**src/rtl/sync_fifo_pkg.sv**
```systemverilog
// sync_fifo_pkg: shared FIFO geometry defaults and arbiter state encoding
package sync_fifo_pkg;
  localparam int DEF_DATA_WIDTH = 32;
  localparam int DEF_ADDR_WIDTH = 8;
  localparam int DEF_DEPTH = 2 ** DEF_ADDR_WIDTH;
  typedef enum logic {IDLE = 1'b0, BURST = 1'b1} state_t;
endpackage

```
**src/rtl/rr_arbiter.sv**
```systemverilog
// rr_arbiter: combinational rotate-priority pick starting just after ptr
module rr_arbiter #(
  parameter int NUM_REQ = 4,
  parameter int IW = $clog2(NUM_REQ)
) (
  input  logic [NUM_REQ-1:0] req,
  input  logic [IW-1:0]      ptr,
  output logic [IW-1:0]      gnt_id,
  output logic               gnt_vld
);
  logic [IW-1:0] idx;
  // scan farthest to nearest so the nearest valid requester after ptr wins
  always_comb begin
    gnt_id = '0;
    gnt_vld = 1'b0;
    idx = '0;
    for (int k = NUM_REQ; k >= 1; k--) begin
      idx = IW'((int'(ptr) + k) % NUM_REQ);
      if (req[idx]) begin
        gnt_id = idx;
        gnt_vld = 1'b1;
      end
    end
  end
endmodule

```
**src/rtl/sync_fifo_wr_arb.sv**
```systemverilog
// sync_fifo_wr_arb: round-robin burst arbiter sharing the sync_fifo write port
module sync_fifo_wr_arb
  import sync_fifo_pkg::*;
#(
  parameter int NUM_REQ = 4,
  parameter int FIFO_DATA_WIDTH = DEF_DATA_WIDTH,
  parameter int FIFO_ADDR_WIDTH = DEF_ADDR_WIDTH,
  parameter int MAX_BURST = 4
) (
  input  logic                               clk,
  input  logic                               rst_n,
  input  logic                               arb_en,
  input  logic [NUM_REQ-1:0]                 req_valid,
  input  logic [NUM_REQ-1:0]                 req_last,
  input  logic [NUM_REQ*FIFO_DATA_WIDTH-1:0] req_data,
  output logic [NUM_REQ-1:0]                 req_ready,
  output logic [$clog2(NUM_REQ)-1:0]         grant_id,
  output logic                               busy,
  input  logic                               fifo_full,
  input  logic [FIFO_ADDR_WIDTH:0]           fifo_data_cnt,
  output logic                               fifo_wr_en,
  output logic [FIFO_DATA_WIDTH-1:0]         fifo_wr_data
);
  localparam int IW = $clog2(NUM_REQ);
  localparam int CW = $clog2(MAX_BURST) + 1;
  localparam int SW = FIFO_ADDR_WIDTH + 2;
  localparam int DEPTH = 2 ** FIFO_ADDR_WIDTH;
  state_t state, state_nxt;
  logic [IW-1:0] rr_ptr, pick;
  logic [CW-1:0] beat_cnt;
  logic pick_vld, space, accept, burst_end, start;
  rr_arbiter #(.NUM_REQ(NUM_REQ)) u_arb (
    .req(req_valid),
    .ptr(rr_ptr),
    .gnt_id(pick),
    .gnt_vld(pick_vld)
  );
  // the registered write in flight is not yet in fifo_data_cnt, so count it here
  assign space = !fifo_full && ({1'b0, fifo_data_cnt} + SW'(fifo_wr_en)) < SW'(DEPTH);
  assign accept = state == BURST && req_valid[grant_id] && space;
  assign burst_end = state == BURST && (!req_valid[grant_id] ||
                     (accept && (req_last[grant_id] || beat_cnt == CW'(MAX_BURST - 1))));
  assign start = state == IDLE && arb_en && pick_vld;
  assign req_ready = accept ? NUM_REQ'(1) << grant_id : '0;
  assign busy = state == BURST;
  // state register
  always_ff @(posedge clk or negedge rst_n)
    if (!rst_n) state <= IDLE;
    else state <= state_nxt;
  // next state: grant from IDLE, release on last, full burst or dropped valid
  always_comb state_nxt = start ? BURST : (burst_end ? IDLE : state);
  // grant, round-robin pointer and beat counter
  always_ff @(posedge clk or negedge rst_n)
    if (!rst_n) begin
      grant_id <= '0;
      rr_ptr <= IW'(NUM_REQ - 1);
      beat_cnt <= '0;
    end else begin
      if (start) begin
        grant_id <= pick;
        beat_cnt <= '0;
      end else if (accept) beat_cnt <= beat_cnt + CW'(1);
      if (burst_end) rr_ptr <= grant_id;
    end
  // registered FIFO write, one cycle after the accepted beat
  always_ff @(posedge clk or negedge rst_n)
    if (!rst_n) begin
      fifo_wr_en <= 1'b0;
      fifo_wr_data <= '0;
    end else begin
      fifo_wr_en <= accept;
      if (accept) fifo_wr_data <= req_data[grant_id*FIFO_DATA_WIDTH +: FIFO_DATA_WIDTH];
    end
endmodule

```
**config.mk**
```make
export PLATFORM = sky130hd
export DESIGN_NAME = sync_fifo_wr_arb
export DESIGN_NICKNAME = d
export VERILOG_FILES = /design/src/rtl/sync_fifo_pkg.sv /design/src/rtl/rr_arbiter.sv /design/src/rtl/sync_fifo_wr_arb.sv
export SDC_FILE = /design/constraint.sdc
export NUM_CORES = 1
export LEC_CHECK = 0
export CORE_MARGIN = 1.5
export CORE_UTILIZATION = 35
export CTS_CLUSTER_DIAMETER = 50
export CTS_CLUSTER_SIZE = 20
export DETAILED_ROUTE_END_ITERATION = 6
export PLACE_DENSITY = 0.88
export REMOVE_ABC_BUFFERS = 1
export SYNTH_ARGS = -nofsm -noshare
export SYNTH_HDL_FRONTEND = slang
export SYNTH_SLANG_ARGS = --single-unit
```
**constraint.sdc**
```tcl
create_clock -name clk -period 2.3 [get_ports clk]
set_input_delay 0.345 -clock clk [delete_from_list [all_inputs] [get_ports clk]]
set_output_delay 0.345 -clock clk [all_outputs]
set_load 0.02 [all_outputs]
```
=== After elaboration in Yosys (flattened, before gate mapping) ===
Cells that the tools add are included.

* Register bits: 41
* Output and inout port bits: 40
* Logic and storage cells: 60

* $add $sub $neg: 6
* $lt $le $gt $ge: 6
* Equality and inequality tests: 1
* Shift-type cells: 2
* Multiplexer cells: 25
* Bitwise logic cells: 1
* Reduce and logical (&&, ||, !) cells: 13

{| class="wikitable"
|+ Operator list
! cell !! count
|-
| variable part select 128 x 8 -> 32 bit || 1
|-
| < comparator 2 x 3 -> 1 bit, second input constant || 5
|-
| binary-select mux 1 bit (select 2 bit) || 6
|-
| 2-to-1 mux 1 bit || 12
|-
| adder 9 x 1 -> 10 bit || 1
|-
| < comparator 10 x 9 -> 1 bit, second input constant || 1
|-
| 2-to-1 mux 2 bit || 4
|-
| logical AND 1 bit || 7
|-
| 2-to-1 mux 3 bit || 2
|-
| adder 2 x 1 -> 2 bit, second input constant || 2
|-
| adder 2 bit, second input constant || 2
|-
| 2-to-1 mux 4 bit || 1
|-
| nonzero test 2 bit || 2
|-
| left shift 1 x 2 -> 4 bit, first input constant || 1
|-
| adder 3 x 1 -> 3 bit, second input constant || 1
|-
| equality test 3 x 2 -> 1 bit, second input constant || 1
|-
| logical NOT 1 bit || 2
|-
| logical OR 1 bit || 2
|-
| inverter 1 bit || 1
|}

=== Depth between registers and ports, before layout ===
Gate-level depths: netlist (run 1).

* Depth after elaboration: 9
* Depth in mapped cells: 7

=== Cells and area by module ===
From an unflattened synthesis (run 1), not the netlist that was laid out.

* Cell total of the unflattened synthesis: 174
* Area total of the unflattened synthesis: 2653.8 µm²

{| class="wikitable"
|+ Modules (own cells, without submodules)
! module !! times used !! cells an instance !! area an instance (µm²)
|-
| sync_fifo_wr_arb || 1 || 160 || 2562.5
|-
| rr_arbiter || 1 || 14 || 91.3
|}

=== Worst setup path before layout (run 1) ===
Ideal clock, no wire load.

* Path kind: register to output
* Start: reg grant_id[1]
* End: out req_ready[2]
* Arrival time: 1.905 ns
* Required time: 1.955 ns
* Setup slack: 0.050 ns
* Cell stages (with the launch flop): 4
* Path buffers: 2
* Cell sequence: dfrtp_1 buf_1 clkbuf_1 nor4b_1

* Longest elaborated chain between the ends: 5

{| class="wikitable"
|+ RTL lines
! element !! RTL line !! text
|-
| from (decl) || sync_fifo_wr_arb.sv:17 || <nowiki>output logic [$clog2(NUM_REQ)-1:0] grant_id,</nowiki>
|-
| from (signal assigned) || sync_fifo_wr_arb.sv:60 || <nowiki>grant_id <= pick;</nowiki>
|-
| binary-select mux 1 bit (select 2 bit) || sync_fifo_wr_arb.sv:40 || <nowiki>assign accept = state == BURST && req_valid[grant_id] && space;</nowiki>
|-
| 2-to-1 mux 1 bit (implied by the code) || sync_fifo_wr_arb.sv:40 ||
|-
| logical AND 1 bit (2 in series) || sync_fifo_wr_arb.sv:40 ||
|-
| 2-to-1 mux 4 bit (*) || sync_fifo_wr_arb.sv:44 || <nowiki>assign req_ready = accept ? NUM_REQ'(1) << grant_id : '0;</nowiki>
|-
| to (decl) || sync_fifo_wr_arb.sv:16 || <nowiki>output logic [NUM_REQ-1:0] req_ready,</nowiki>
|}

Mark *: on every way between the ends. The rest lies on a longest branch, timed or not. The select of a mux whose other input is x is not followed.

=== Worst setup path in the final report (run 1) ===
* Start: reg grant_id[1]
* End: out grant_id[1]

No word-level cell between the ends.

==> results_dict.tcl, run 1 <==
set metrics [dict create \
    path_max_fanout 21 \
    yosysMostFrequentCell "dfrtp_1" \
    vias_per_cell 5.17 \
    worstSetupEndpointType "output pin" \
    vdd_drop_max_v 0.000823 \
    wl_per_cell_um 17.6 \
    startpoint "grant_id[1]$_DFFE_PN0P_" \
    cp_num_buf_inv 3 \
    dp_hpwl_mm 6.73 \
    drv_cap 0 \
    synth_area_per_cell_um2 15.2 \
    layout-drive-gt1-share_pct 26.8 \
    skew_ns 0.00707 \
    io_pins 189 \
    rsz0062_at_grt "no" \
    ctsRootBufferMaster "clkbuf_8" \
    ff2ff_path_depth 5 \
    synth_cells 173 \
    start_util_pct 36.3 \
    finalHoldViolCount 0 \
    ys_top_cells_by_area "dfrtp_1 37%, mux4_2 29%, mux2_2 8.1%" \
    fin_setup_tns_ns 0 \
    clockBufferDepth 2 \
    setup_viol 0 \
    ys.flop_type "dfrtp_1" \
    powerDensity_nw_per_um2 1010 \
    layout.nets 519 \
    p_total_mw 4.84 \
    worstReg2RegEnd "fifo_wr_data[28]$_DFFE_PN0P_" \
    max-slew-margin-rel_pct 59.2 \
    yosysTopAreaCellShare_pct 37.0 \
    synth_common_cells "39 x dfrtp_1, 34 x mux4_2, 19 x mux2_2, 14 x mux2_4, 10 x nand2_1" \
    max_clock_freq_mhz 448 \
    r2r_start "grant_id[0]$_DFFE_PN0P_" \
    cp_num_cells 3 \
    n_antenna_cell 0 \
    worstPathArrival_ns 1.89 \
    syn-cell-area_um2 2640 \
    cts_tree "yes" \
    drtAntennaViolNets 0 \
    routed_wl_mm 8.26 \
    hp-class "input pin to async pin" \
    worst-setup-path-type "flop to output pin" \
    detailedPlace.worstSlack_ns -0.273 \
    synth-async-reset-ratio_pct 100 \
    tightest_slew_ns 0.612 \
    ys_types 36 \
    r2r_setup_slack_ns 0.39 \
    io_buffers 188 \
    die-area_um2 8060 \
    htree_levels 2 \
    drt_iter0_drc 59 \
    row_count 31 \
    drc 0 \
    routabilityCongestion 0.864 \
    clock-sinks 41 \
    status "finished clean" \
    postLayoutSetupSlackWorst_ns 0.0665 \
    critical_path.top_delay_family "buffers and inverters" \
    cp-start-kind "flop" \
    gr-total-overflow 0 \
    slew_violations 0 \
    ys_ff_latch 41 \
    antenna_found_initial 1 \
    first_global_vias 2679 \
    chipHeight_um 89.8 \
    grt_max_degree 41 \
    critPathMaxStageDelay_ns 0.65 \
    grt_pass1_wl_mm 13.4 \
    synth_edf_count 0 \
    numCtsBuffers 5 \
    cp_slowest_cell "clkdlybuf4s50_1" \
    p_leak_nw 1.87 \
    clk_latency_ns 0.29 \
    required_ns 1.96 \
    firstDrtPassIters 4 \
    core_um2 7250 \
    path_cells "buf_4, buf_6, clkdlybuf4s50_1" \
    layout_min_cycle_time_ns 2.23 \
    post-route-period-util_pct 97.1 \
    synth_area_leader_cell "dfrtp_1" \
    clk_pin_slew_worst_paths_ns 0.08 \
    fp.dieW_um 89.8 \
    grt_usage_pct 21.1 \
    syn_to_final_growth_pct 81.0 \
    crit_end "grant_id[1]" \
    hold_buffers 0 \
    vias 2419 \
    yosys_warnings 0 \
    ys_seq_area_share_pct 39.0 \
    cts_setup_buffers 0 \
]
## area by class of cell
type | instances | area [um^2]
Tap cell | 99 | 124
Timing Repair Buffer | 202 | 1990
Sequential cell | 41 | 1030
Fill cell | 576 | 2480
Clock buffer | 7 | 96.3
Multi-Input combinational cell | 114 | 1520
Clock inverter | 1 | 5.00
Inverter | 4 | 15.0
## cells by family after synthesis
family / count (synthesis) / share of synthesized area [%]
mux: 71 / 46.7
fa+ha+maj: 2 / 0.949
simple gates: 27 / 5.36
flops: 41 / 39.0
compound gates: 14 / 4.13
buf+inv: 18 / 3.89
## how the worst min path moves through the flow
| stage | from | endpoint | slack, ns |
|---|---|---|---|
| after global routing | rst_n | fifo_wr_data[18]$_DFFE_PN0P_ | 0.10 |
| after CTS | rst_n | fifo_wr_data[9]$_DFFE_PN0P_ | 0.09 |
| after global placement | rst_n | fifo_wr_data[18]$_DFFE_PN0P_ | 0.39 |
| after floorplan | rst_n | beat_cnt[0]$_DFFE_PN0P_ | 0.05 |
| after detailed placement | rst_n | fifo_wr_data[18]$_DFFE_PN0P_ | 0.40 |
| final | rst_n | busy$_DFFE_PN0P_ | 0.07 |
## per-layer routing
layer / track usage, % / routed length, um / up-vias
met1: 23.6 / 3080 / 1178
met3: 6.68 / 713 / 22
li1: - / - / 1077
met4: 5.95 / 173 / 2
met5: 0 / 10 / -
met2: 38.2 / 4280 / 140
## placed cells by master (no fill, tap or decap), types with 2 or more instances in the layout
| cell type | netlist | final |
|---|---|---|
| o311ai_0 | 2 | 2 |
| mux2_2 | 19 | 19 |
| buf_4 | 0 | 12 |
| mux4_2 | 34 | 34 |
| a21oi_1 | 2 | 2 |
| o22ai_1 | 2 | 2 |
| dfrtp_1 | 39 | 37 |
| clkbuf_8 | 0 | 7 |
| nand2_1 | 10 | 10 |
| ha_1 | 2 | 2 |
| dfstp_2 | 2 | 2 |
| dlygate4sd2_1 | 0 | 2 |
| dfrtp_2 | 0 | 2 |
| mux2_4 | 14 | 14 |
| buf_2 | 4 | 3 |
| nor2_1 | 4 | 4 |
| inv_1 | 4 | 4 |
| clkdlybuf4s50_1 | 0 | 183 |
| a31oi_1 | 3 | 3 |
| mux2i_1 | 4 | 4 |
## registers in the layout, summed over array words and instances, names as in the netlist
name / flops
busy: 1
fifo_wr_data: 32
fifo_wr_en: 1
rr_ptr: 2
grant_id: 2
beat_cnt: 3
## where the power goes
part / internal [mW] / switching (mW) / total [mW]
combinational: 1.76 / 1.26 / 3.03
clock: 0.271 / 0.238 / 0.509
sequential: 1.08 / 0.225 / 1.31
total: 3.12 / 1.73 / 4.84
## per-stage QoR
step / hold WS (ns) / utilization (%) / instance area (um^2) / cells
4_1_cts: 0.0864 / 66.0 / 4780 / 468
6_report: 0.0682 / 65.8 / 4770 / 468
5_1_grt: 0.105 / 65.8 / 4770 / 468
3_5_place_dp: 0.402 / 64.4 / 4670 / 460
2_1_floorplan: 0.0494 / - / 2550 / 159
3_3_place_gp: 0.394 / 64.4 / 4670 / 460
## worst reg2reg max path, delay by kind of cell (launching register included)
family,cells,cell delay [ns]
buffers and inverters,1,0.34
flip-flops,1,0.44
multiplexers,2,0.78
AND/OR/NAND/NOR,2,0.23
## what timing repair did
action                                  in CTS  in global routing
endpoints found under the setup margin       5                  2
pin swaps                                    0                  1
hold endpoints to repair                     0                  0
resized for setup                           10                  2
(Power assumes the default switching activity.)
==> run 2: changes to the inputs <==
--- a/config.mk
+++ b/config.mk
@@ -6,11 +6,12 @@
 export NUM_CORES = 1
 export LEC_CHECK = 0
 export CORE_MARGIN = 1.5
-export CORE_UTILIZATION = 35
+export CORE_UTILIZATION = 40
 export CTS_CLUSTER_DIAMETER = 50
 export CTS_CLUSTER_SIZE = 20
 export DETAILED_ROUTE_END_ITERATION = 6
-export PLACE_DENSITY = 0.88
+export DONT_BUFFER_PORTS = 1
+export PLACE_DENSITY = 0.61
 export REMOVE_ABC_BUFFERS = 1
 export SYNTH_ARGS = -nofsm -noshare
 export SYNTH_HDL_FRONTEND = slang
==> run 2 against run 1 <==
Compared with the run above: utilization shrank 20 points; critical endpoint is now req_ready[0]; sequential share of layout area up 14 points; first-iteration DRC count grew 42%.
==> results_dict.tcl, run 2 (same netlist as run 1, synthesis figures left out) <==
set metrics [dict create \
    post-route-period-util_pct 94.2 \
    layout-drive-gt1-share_pct 52.0 \
    drc 0 \
    worstSetupEndpointType "output pin" \
    place_area_um2 2730 \
    htree_levels 2 \
    grt_max_degree 42 \
    largest_reg_flops 32 \
    grt_usage_pct 18.9 \
    first_global_vias 1843 \
    clk_pin_slew_worst_paths_ns 0.08 \
    drt_iter0_drc 84 \
    p_clk_share_pct 14.7 \
    clk_latency_ns 0.28 \
    final_area_um2 2900 \
    max-slew-margin-rel_pct 64.3 \
    io_buffers 0 \
    routed_wl_mm 6.75 \
    start_util_pct 41.5 \
    hp-class "input pin to flop" \
    switching_share_pct 39.7 \
    gr-total-overflow 0 \
    routabilityCongestion 0.791 \
    firstDrtPassIters 4 \
    status "finished clean" \
    grt_pass1_wl_mm 10.3 \
    die-area_um2 7090 \
    layout_common_cells "37 x dfrtp_1, 34 x mux4_2, 19 x mux2_2" \
    fp.dieW_um 84.2 \
    vias 1662 \
    powerDensity_nw_per_um2 1400 \
    wl_per_cell_um 26.2 \
    worst-setup-path-type "flop to output pin" \
    setup_viol 0 \
    final_common_cell "dfrtp_1" \
    io_pins 189 \
    p_int_mw 2.44 \
    tightest_slew_ns 0.535 \
    p_leak_nw 1.12 \
    power.switching_mw 1.61 \
    dp_hpwl_mm 5.34 \
    reg.largest.list "fifo_wr_data x32, beat_cnt x3" \
    numCtsBuffers 5 \
    ctsRootBufferMaster "clkbuf_8" \
    chipHeight_um 84.2 \
    vdd_drop_max_v 0.000781 \
    row_count 29 \
    layout_min_cycle_time_ns 2.17 \
    drtAntennaViolNets 0 \
    seqPwrFrac_pct 43.5 \
    fin_setup_tns_ns 0 \
    syn_to_final_growth_pct 9.82 \
    skew_ns 0.00249 \
    slew_violations 0 \
    max_clock_freq_mhz 462 \
    finalHoldViolCount 0 \
    rsz0062_at_grt "no" \
    path_max_fanout 6 \
    cp-start-kind "flop" \
    antenna_found_initial 1 \
    clockBufferDepth 2 \
    combPwrFrac_pct 41.8 \
    cts_tree "yes" \
    top_register "fifo_wr_data" \
    drv_cap 0 \
    layout.nets 329 \
    clock-sinks 41 \
    required_ns 1.96 \
    core_um2 6350 \
    vias_per_cell 6.47 \
    worstPathArrival_ns 1.82 \
]
[run 2: cell types whose count changed in the layout (fill, tap and decap cells not counted), moves of 2 or more]
cell | before | now
clkdlybuf4s50_1 | 183 | 0
buf_2 | 3 | 0
buf_4 | 12 | 9
dlygate4sd2_1 | 2 | 0
[run 2: power by group through the flow]
stage                     combinational (mW)  clock (mW)  sequential (mW)
after CTS                               1.70       0.626             1.76
final                                   1.69       0.594             1.76
after global placement                  1.59           0             1.75
after floorplan                         1.20           0             1.87
after global routing                    1.83       0.646             1.80
after detailed placement                1.68           0             1.77
[run 2: cell type report]
| cell class | count | area [um^2] |
|---|---|---|
| clock inverter | 1 | 30.0 |
| multi-input combinational | 114 | 1520 |
| sequential | 41 | 1030 |
| antenna | 1 | 2.50 |
| inverter | 4 | 15.0 |
| timing repair buffer | 12 | 118 |
| clock buffer | 7 | 86.3 |
| fill | 537 | 3450 |
| tap | 77 | 96.3 |
[run 2: worst paths after layout]
path	from	endpoint	cells after the start	slack, ns
worst max register to register	fifo_wr_en$_DFF_PN0_	fifo_wr_data[24]$_DFFE_PN0P_	6	0.25
worst max-delay path	grant_id[0]$_DFFE_PN0P_	req_ready[0]	4	0.13
worst min register to register	beat_cnt[0]$_DFFE_PN0P_	beat_cnt[0]$_DFFE_PN0P_	1	0.50
min in group asynchronous	rst_n	fifo_wr_data[11]$_DFFE_PN0P_	2	0.54
max in group asynchronous	rst_n	rr_ptr[1]$_DFFE_PN1P_	2	1.51
worst min-delay path	req_valid[3]	grant_id[1]$_DFFE_PN0P_	3	0.39
[run 2: what timing repair did]
| action | CTS | global route |
|---|---|---|
| endpoints found under the hold margin | 41 | 0 |
| hold buffers | 2 | 0 |
| setup endpoints to repair | 2 | 1 |
| resized for setup | 0 | 1 |
| pin swaps | 1 | 0 |
| setup buffers | 1 | 0 |
[run 2: through the flow]
| step | util (%) | std cells | power [mW] | hold WS (ns) | setup slack, ns |
|---|---|---|---|---|---|
| 3_3_place_gp | 43.0 | 245 | 3.34 | 0.0503 | 0.318 |
| 2_1_floorplan | - | 159 | 3.07 | 0.0494 | -1.98 |
| 6_report | 45.6 | 257 | 4.04 | 0.386 | 0.135 |
| 5_1_grt | 45.6 | 257 | 4.28 | 0.403 | 0.0258 |
| 4_1_cts | 45.5 | 256 | 4.09 | 0.366 | 0.0234 |
| 3_5_place_dp | 43.0 | 245 | 3.45 | 0.0501 | 0.261 |
[run 2: critical path, stage by stage, from the launching register on]
cell	delay (ns)
dfrtp_2	0.45
mux4_2	0.42
nand2_2	0.12
nor4_1	0.33
buf_4	0.21
[run 2: layer usage]
metal	wire length [um]	GRT usage [%]	share of wire, %
met1	2350	21.2	35
met2	3550	32.4	53
met3	736	7.57	11
met4	109	7.00	1.6
met5	0	0	0
==> run 3: changes to the inputs <==
--- a/config.mk
+++ b/config.mk
@@ -5,13 +5,14 @@
 export SDC_FILE = /design/constraint.sdc
 export NUM_CORES = 1
 export LEC_CHECK = 0
-export CORE_MARGIN = 1.5
-export CORE_UTILIZATION = 40
+export CORE_AREA = 2 2 72 74
 export CTS_CLUSTER_DIAMETER = 50
 export CTS_CLUSTER_SIZE = 20
 export DETAILED_ROUTE_END_ITERATION = 6
+export DIE_AREA = 0 0 74 76
 export DONT_BUFFER_PORTS = 1
-export PLACE_DENSITY = 0.61
+export PLACE_DENSITY = 0.77
+export RECOVER_POWER = 25
 export REMOVE_ABC_BUFFERS = 1
 export SYNTH_ARGS = -nofsm -noshare
 export SYNTH_HDL_FRONTEND = slang
==> run 3 against run 2 <==
Compared with the run above: critical path depth unchanged; utilization increased by 13 points; combinational power increased by 2%; register-to-register slack improved by 0.02 ns; total power decreased by 0.25%; sequential power decreased by 2%; non-clock buffer count decreased by 2.
==> results_dict.tcl, run 3 (same netlist as run 1, synthesis figures left out) <==
set metrics [dict create \
    status "finished clean" \
    routed_wl_mm 6.72 \
    vias_per_cell 7.07 \
    rsz0062_at_grt "no" \
    top_register "fifo_wr_data" \
    drv_cap 0 \
    n_antenna_cell 0 \
    first_global_vias 1998 \
    critPathMaxStageDelay_ns 0.43 \
    fin_setup_tns_ns 0 \
    p_total_mw 4.03 \
    grt_max_degree 42 \
    clk_latency_ns 0.28 \
    path_max_fanout 6 \
    critical_path.top_delay_family "simple AND/OR/NAND/NOR gates" \
    start_util_pct 53.7 \
    path_cells "mux4_2, nand2_2, nor4b_1, buf_4" \
    largest_reg_flops 32 \
    finalHoldViolCount 0 \
    postLayoutSetupSlackWorst_ns 0.143 \
    row_count 26 \
    io_buffers 0 \
    core_um2 4910 \
    max-slew-margin-rel_pct 31.8 \
    skew_ns 0.00254 \
    post-route-period-util_pct 93.8 \
    cp_num_buf_inv 1 \
    max_clock_freq_mhz 464 \
    grt_usage_pct 24.5 \
    hp-class "input pin to flop" \
    final_core_util_pct 58.2 \
    fillCellCount 401 \
    layout_min_cycle_time_ns 2.16 \
    wl_per_cell_um 27.1 \
    io_pins 189 \
    die-area_um2 5620 \
    firstDrtPassIters 4 \
    dp_hpwl_mm 5.01 \
    antenna_found_initial 1 \
    layout-drive-gt1-share_pct 51.1 \
    ctsRootBufferMaster "clkbuf_8" \
    chipHeight_um 76 \
    numCtsBuffers 5 \
    cts_tree "yes" \
    required_ns 1.96 \
    drt_iter0_drc 141 \
    worstPathArrival_ns 1.81 \
    detailedPlace.worstSlack_ns 0.0813 \
    clk_pin_slew_worst_paths_ns 0.07 \
    htree_levels 2 \
    cp-start-kind "flop" \
    clock-sinks 41 \
    setup_viol 0 \
    worst-setup-path-type "flop to output pin" \
    powerDensity_nw_per_um2 1410 \
    vias 1754 \
    reg.largest.list "fifo_wr_data x32, beat_cnt x3" \
    final_common_cell "dfrtp_1" \
    p_leak_nw 1.11 \
    grt_pass1_wl_mm 10.3 \
    clockBufferDepth 2 \
    routabilityCongestion 0.782 \
    worstSetupEndpointType "output pin" \
    tightest_slew_ns 1.02 \
    slew_violations 0 \
    cp_slowest_cell "dfrtp_2" \
    gr-total-overflow 0 \
    fp.dieW_um 74 \
    layout.nets 328 \
    drtAntennaViolNets 0 \
    layout_common_cells "37 x dfrtp_1, 34 x mux4_2, 19 x mux2_2" \
    drc 0 \
    syn_to_final_growth_pct 8.40 \
    vdd_drop_max_v 0.000865 \
]
[run 3: changes by cell type in the layout (fill, tap and decap cells not counted)]
cell and delta:
buf_4 -3, buf_12 -1, buf_6 +1, clkbuf_2 +1
diode_2 -1, nor2_2 +1, nor4b_1 +1, nor4b_2 -1
[run 3: power by group]
group	internal [mW]	switching, mW	total, mW
combinational	1.00	0.725	1.73
clock	0.354	0.231	0.585
sequential	1.08	0.643	1.72
total	2.43	1.60	4.03
[run 3: per-stage QoR]
step	hold slack [ns]	area [um^2]	instances
2_1_floorplan	0.0494	2550	159
3_3_place_gp	0.0504	2700	235
3_5_place_dp	0.0503	2700	235
4_1_cts	0.375	2850	246
5_1_grt	0.403	2860	248
6_report	0.386	2860	248
[run 3: cell type report]
class / instances / area [um^2] / share of cell area, %
Inverter: 4 / 15.0 / 0.525
Clock buffer: 7 / 86.3 / 3.02
Clock inverter: 1 / 30.0 / 1.05
Timing Repair Buffer: 10 / 91.3 / 3.20
Multi-Input combinational cell: 115 / 1520 / 53.1
Sequential cell: 41 / 1030 / 36.1
Tap cell: 70 / 87.6 / 3.06
[run 3: path summary, 6_finish.rpt]
kind / start / to / slack [ns] / cells past startpoint
max in group asynchronous: rst_n / grant_id[0]$_DFFE_PN0P_ / 0.76 / 2
max reg2reg: grant_id[0]$_DFFE_PN0P_ / rr_ptr[1]$_DFFE_PN1P_ / 0.27 / 5
min reg2reg: beat_cnt[0]$_DFFE_PN0P_ / beat_cnt[0]$_DFFE_PN0P_ / 0.50 / 1
min in group asynchronous: rst_n / fifo_wr_data[7]$_DFFE_PN0P_ / 0.84 / 2
max: grant_id[0]$_DFFE_PN0P_ / req_ready[2] / 0.14 / 4
min: req_valid[3] / grant_id[1]$_DFFE_PN0P_ / 0.39 / 3
[run 3: layer usage]
layer / share of wire [%] / GRT usage, %
met3: 11 / 7.01
met2: 51 / 40.8
met4: 2.6 / 9.45
met5: 0.19 / 0
met1: 35 / 29.6
[run 3: timing repair]
action | 4_1_cts | 5_1_grt
buffers inserted | 0 | 2
gates cloned | 1 | 0
hold endpoints to repair | 41 | 0
resized for setup | 0 | 1
setup endpoints to repair | 2 | 5
pin swaps | 2 | 1
hold buffers | 2 | 0
[run 3: worst min-delay path, delay by kind of cell]
family	cells	cell delay [ns]
AOI/OAI and AO/OA	2	0.21
and+or+nand+nor	1	0.08
